$ cat config.mk
export PLATFORM = sky130hd
export DESIGN_NAME = mem_debug_port
export DESIGN_NICKNAME = d
export VERILOG_FILES = /design/src/rtl/mem_debug_port.sv
export SDC_FILE = /design/constraint.sdc
export NUM_CORES = 1
export LEC_CHECK = 0
export ABC_AREA = 1
export BUFFER_PORTS_ARGS = -buffer_cell sky130_fd_sc_hd__buf_4
export CAP_MARGIN = 40
export CORE_MARGIN = 2
export CORE_UTILIZATION = 50
export CTS_CLUSTER_SIZE = 30
export DETAILED_ROUTE_END_ITERATION = 12
export HOLD_SLACK_MARGIN = 0.15
export PLACE_DENSITY = 0.74
export SLEW_MARGIN = 20
export SYNTH_ARGS = -nofsm -noshare
export SYNTH_HDL_FRONTEND = slang
export SYNTH_SLANG_ARGS = --single-unit
$ cat constraint.sdc
create_clock -name clk -period 2.6 [get_ports clk]
set_input_delay 0.13 -clock clk [delete_from_list [all_inputs] [get_ports clk]]
set_output_delay 0.13 -clock clk [all_outputs]
set_load 0.05 [all_outputs]
$ cat src/rtl/mem_debug_port.sv
// Byte-stream debug port: host commands write/read CPU memories
// and control the CPU reset line.
module mem_debug_port #(
  parameter int ADDR_W = 8,
  parameter int DATA_W = 16
) (
  input  logic              clk,
  input  logic              n_rst,
  input  logic [7:0]        rx_data,
  input  logic              rx_valid,
  output logic              rx_ready,
  output logic [7:0]        tx_data,
  output logic              tx_valid,
  input  logic              tx_ready,
  output logic              i_we,
  output logic [ADDR_W-1:0] i_addr,
  output logic [DATA_W-1:0] i_wdata,
  output logic              d_we,
  output logic              d_re,
  output logic [ADDR_W-1:0] d_addr,
  output logic [DATA_W-1:0] d_wdata,
  input  logic [DATA_W-1:0] d_rdata,
  output logic              cpu_n_rst,
  input  logic              cpu_halt
);

  localparam logic [3:0] IDLE     = 4'd0;
  localparam logic [3:0] GET_ADDR = 4'd1;
  localparam logic [3:0] GET_LO   = 4'd2;
  localparam logic [3:0] GET_HI   = 4'd3;
  localparam logic [3:0] WRITE    = 4'd4;
  localparam logic [3:0] READ     = 4'd5;
  localparam logic [3:0] RD_WAIT  = 4'd6;
  localparam logic [3:0] TX_LO    = 4'd7;
  localparam logic [3:0] TX_HI    = 4'd8;
  localparam logic [3:0] TX_BYTE  = 4'd9;

  localparam logic [7:0] C_WR_D   = 8'h01;
  localparam logic [7:0] C_RD_D   = 8'h02;
  localparam logic [7:0] C_WR_I   = 8'h03;
  localparam logic [7:0] C_RUN    = 8'h04;
  localparam logic [7:0] C_STATUS = 8'h05;
  localparam logic [7:0] C_STOP   = 8'h06;

  logic [3:0]        state;
  logic [3:0]        nxt;
  logic [7:0]        cmd;
  logic [7:0]        lo;
  logic [7:0]        rdata_hi;
  logic [ADDR_W-1:0] addr;
  logic [DATA_W-1:0] wdata;
  logic              rx_fire;
  logic              nxt_rx;
  logic              nxt_tx;

  assign rx_fire = rx_valid && rx_ready;
  assign i_addr  = addr;
  assign d_addr  = addr;
  assign i_wdata = wdata;
  assign d_wdata = wdata;

  always_comb begin
    nxt = state;
    case (state)
      IDLE:
        if (rx_fire) begin
          case (rx_data)
            C_WR_D, C_RD_D, C_WR_I: nxt = GET_ADDR;
            C_RUN, C_STOP:          nxt = IDLE;
            default:                nxt = TX_BYTE;
          endcase
        end
      GET_ADDR:
        if (rx_fire) nxt = (cmd == C_RD_D) ? READ : GET_LO;
      GET_LO:  if (rx_fire) nxt = GET_HI;
      GET_HI:  if (rx_fire) nxt = WRITE;
      WRITE:   nxt = IDLE;
      READ:    nxt = RD_WAIT;
      RD_WAIT: nxt = TX_LO;
      TX_LO:   if (tx_ready) nxt = TX_HI;
      TX_HI:   if (tx_ready) nxt = IDLE;
      TX_BYTE: if (tx_ready) nxt = IDLE;
      default: nxt = IDLE;
    endcase
  end

  // Handshake outputs are registered from the next state.
  assign nxt_rx = (nxt == IDLE) || (nxt == GET_ADDR) ||
                  (nxt == GET_LO) || (nxt == GET_HI);
  assign nxt_tx = (nxt == TX_LO) || (nxt == TX_HI) ||
                  (nxt == TX_BYTE);

  always_ff @(posedge clk) begin
    if (!n_rst) begin
      state     <= IDLE;
      rx_ready  <= 1'b0;
      tx_valid  <= 1'b0;
      tx_data   <= 8'h00;
      i_we      <= 1'b0;
      d_we      <= 1'b0;
      d_re      <= 1'b0;
      cpu_n_rst <= 1'b0;
      cmd       <= 8'h00;
      lo        <= 8'h00;
      rdata_hi  <= 8'h00;
      addr      <= '0;
      wdata     <= '0;
    end else begin
      state    <= nxt;
      rx_ready <= nxt_rx;
      tx_valid <= nxt_tx;
      i_we     <= 1'b0;
      d_we     <= 1'b0;
      d_re     <= 1'b0;
      case (state)
        IDLE:
          if (rx_fire) begin
            cmd <= rx_data;
            case (rx_data)
              C_WR_D, C_RD_D, C_WR_I: ;
              C_RUN:    cpu_n_rst <= 1'b1;
              C_STOP:   cpu_n_rst <= 1'b0;
              C_STATUS: tx_data <= {6'b0, cpu_halt, cpu_n_rst};
              default:  tx_data <= 8'hEE;
            endcase
          end
        GET_ADDR:
          if (rx_fire) begin
            addr <= ADDR_W'({{ADDR_W{1'b0}}, rx_data});
            if (cmd == C_RD_D) d_re <= 1'b1;
          end
        GET_LO:
          if (rx_fire) lo <= rx_data;
        GET_HI:
          if (rx_fire) begin
            wdata     <= {rx_data, lo};
            cpu_n_rst <= 1'b0;
            if (cmd == C_WR_I) i_we <= 1'b1;
            else               d_we <= 1'b1;
          end
        RD_WAIT: begin
          rdata_hi <= d_rdata[DATA_W-1:8];
          tx_data  <= d_rdata[7:0];
        end
        TX_LO:
          if (tx_ready) tx_data <= rdata_hi;
        TX_HI, TX_BYTE:
          if (tx_ready) tx_data <= 8'h00;
        default: ;
      endcase
    end
  end

endmodule

==> metrics.md <==
| Metric | Value |
|---|---|
| Run status | finished, final reports clean |
| Number of hold violations in the final report | 0 |
| Final wirelength | about 8 mm |
| Number of cells traversed by the worst register-to-register path | 6 |
| Peak fanout along the critical path | 34 |
| Required time of the critical path | between 2000 and 3000 ps |
| Maximum clock frequency | roughly 550 MHz |
| Number of antenna violations at the first check in global routing | 0 |
| Row count | 28 |
| Actual slew at the worst max-slew pin | around 530 ps |
| Worst hold path stage count | 3 |
| Antenna diode count | 0 |
| Drt pass-1 iters | 4 |
| Largest voltage drop on the vdd net | approximately 0.41 mV |
| Post-route insts no fill | roughly 580 |
| CP Capture Type | flop |
| Leading post-synthesis cells by cell area | dfxtp_1, nand2_1, a21oi_1, buf_4, nand3_1 |
| Post-CTS repair timing setup buffer count | 0 |
| Post-route DRC | 0 |
| Post-synthesis cell type count | 30 |
| Avg Cell Area, Syn | between 7 and 8 µm² |
| Flop and latch count out of synthesis | 66 |
| GP Congestion | a little over 0.8 |
| Max-cap violations | 0 |
| Layout Area Growth over Synthesis | 27.0% |
| Fraction of the yosys area taken by sequential cells | 42.0% |
| # fillers | approximately 520 |
| Die boundary width | about 83 µm |
| Total net switching power | between 0.0007 and 0.0008 W |
| Worst skew pair latency | approximately 350 ps |
| Final cycle utilization of the critical path | a little over two thirds |
| Vias in the first global route | ~2800 |
| Number of standard cells after synthesis | ~420 |
| Layout cells sized above 1 | between 20 and 30% |
| Number of I/O pins | 91 |
| Sink count of the clock tree | 66 |
| Input/output buffers | 90 |
| Average vias per placed instance | approximately 5.1 |
| GRT Resource Usage Total | a little under a quarter |
| Synthesis Warnings | 0 |
| Relative contribution of sequential cells to total power | around 45% |
| Cell Area, Synth | about 0.0031 mm² |
| Cell Count Post-Placement | between 500 and 600 |
| Final period demand of the worst path | between 1500 and 2000 ps |
| Rel. slew slack | 64.6% |
| Final hold slack | between 150 and 200 ps |
| Final setup viols | 0 |
| Startpoint Class | flop |
| Setup slack of the critical path after layout | roughly 780 ps |
| Adder-cell share of the synthesized area | 0% |
| Count of cells resized by post-cts repair | 0 |
| Share of the synthesized netlist area taken by xor and xnor gates | 0% |
| Clock tree skew after final layout | approximately 11 ps |
| Root Buffer Master | clkbuf_8 |
| Classification of the worst setup path | flop to flop |
| Multi-input combinational cell area | 0.00141 mm² |
| Internal Dissipation | ~0.0017 W |
| Sequential cell area in the final layout | between 0.001 and 0.0015 mm² |
| Leakage power figure | approximately 1.8 nW |
| Accumulated negative setup slack | 0 ps |
| Commonest non-fill, non-tap cell in the layout | buf_4 |
| Total via count in the routed design | between 2000 and 3000 |
| Max Slew Vio Count | 0 |
| Number of nets with antenna violations after detailed routing | 0 |
| Maximum number of pins on one net before global-route repair | 35 |
| Clock input transition at the sequential cells of the worst setup and hold paths | ~70 ps |
| Part of the power in combinational logic | 18.4% |
| Cts bufs inserted | 9 |
| Switching fraction of total power | about 30% |
| Iteration-0 DRC count of the detailed router | roughly 170 |
| Startpoint of the most critical hold path | n_rst |
| # H-tree levels | 3 |
| Hold/Removal Path Class | input port to flop |
| Largest family of logic cells by synthesized area | simple AND/OR/NAND/NOR gates |
| Full die area | slightly below 0.007 mm² |
| Share of the synthesized area in the top cell type | roughly two fifths |
| Beginning of the worst register-to-register path | rx_ready |
| Worst Setup Slack post-DPL | around 810 ps |
| Buffers from clock root to sink, at most | 2 |
| Worst EP arrival | 2100 ps |
| Worst setup path startpoint | rx_ready |
| Wire length of the first global-routing pass | between 10 and 15 mm |
| DR WL/cell | approximately 14 µm |
| Mux share of post-synthesis cell area | 0% |
| Post-Synth Simple-Gate Area | 31.0% |
| Number of nets in the synthesized netlist | 450 |
| Compound-cell area share of the yosys netlist | 13.8% |
| Power density normalized to cell area | roughly 600 mW/mm² |
| Most frequent cells in the layout | buf_4, nand2_1, dfxtp_1, nor2_1, a21oi_1 |
| Height of the die | approximately 83 µm |
| Initial Utilization | 52.5% |
| Portion of total power attributed to the clock network | 36.9% |
| Half-perimeter wire length after placement | approximately 5.3 mm |
| Unrepaired setup endpoints after global routing | false |
| TritonCTS clock tree | done |
| Core ar. | about 0.0060 mm² |
| Remaining Overflow, GRT | 0 |
| Biggest area consumer among synthesized cells | dfxtp_1 |
| Final-stage net count | 528 |
==> power groups by stage <==
stage | sequential [W] | combinational, W | clock, W
6_report | 0.00108 | 0.000445 | 0.000892
5_1_grt | 0.00109 | 0.000477 | 0.000948
4_1_cts | 0.00108 | 0.000443 | 0.000902
3_5_place_dp | 0.00110 | 0.000423 | 0
3_3_place_gp | 0.00110 | 0.000418 | 0
2_1_floorplan | 0.00119 | 0.000222 | 0
==> registers in the layout, summed over array words and instances, names as in the netlist, 4 cells and up <==
register / flops
d_wdata: 16
d_addr: 8
lo: 8
tx_data: 8
state: 4
rdata_hi: 8
cmd: 8
==> path summary, 6_finish.rpt <==
kind                            slack [ps]    endpoint
worst min-delay path                   190  tx_data[4]
worst max register to register         780   cpu_n_rst
worst max-delay path                   780   cpu_n_rst
worst min register to register         450      cmd[3]
==> cell families after synthesis <==
group	Yosys count
AOI/OAI and AO/OA	78
buffers and inverters	71
DFF	66
and+or+nand+nor	206
==> worst max-delay path, stage by stage, from the launching register on <==
cell and delay (ps):
dfxtp_1 340, nand2_1 150, inv_2 440, nand2_1 370, nor2_1 240, nand3b_1 90, a21oi_1 120
==> area by class of cell <==
cell class	instances	area share, %
repair buffers	109	21.5
inverters	29	2.79
multi-input cells	284	35.2
clock inverters	4	1.25
well taps	75	2.35
flip-flops and latches	66	33.1
clock buffers	12	3.88
==> metrics by stage <==
stage | cell area [µm²] | util (%) | total power, W
2_1_floorplan | 3150 | - | 0.00142
3_3_place_gp | 3630 | 60.6 | 0.00152
3_5_place_dp | 3630 | 60.6 | 0.00153
4_1_cts | 4000 | 66.7 | 0.00243
5_1_grt | 4000 | 66.7 | 0.00251
6_report | 4000 | 66.7 | 0.00242
==> cells in the mapped netlist (all sizes together) <==
master	n
a211oi	1
a21oi	49
buf	35
clkbuf	7
clkinv	1
dfxtp	66
inv	28
nand2	94
nand3	45
nand3b	3
nand4	1
nor2	57
nor3	4
nor3b	2
o211ai	2
o21ai	26
==> routing by layer <==
layer	part of all wire [%]	wire [µm]	global-route usage [%]	up-vias
met5	0	0	0	-
met4	1.9	148	9.09	0
met3	7.5	592	5.96	17
met2	46	3660	36.2	113
met1	44	3520	29.6	1355
li1	-	-	-	1494
==> repair_timing <==
action                                  in CTS  in global routing
hold buffers                                16                  0
endpoints found under the setup margin       0                  0
endpoints found under the hold margin       40                  0
Note: power is estimated with default switching activity, not from simulation.
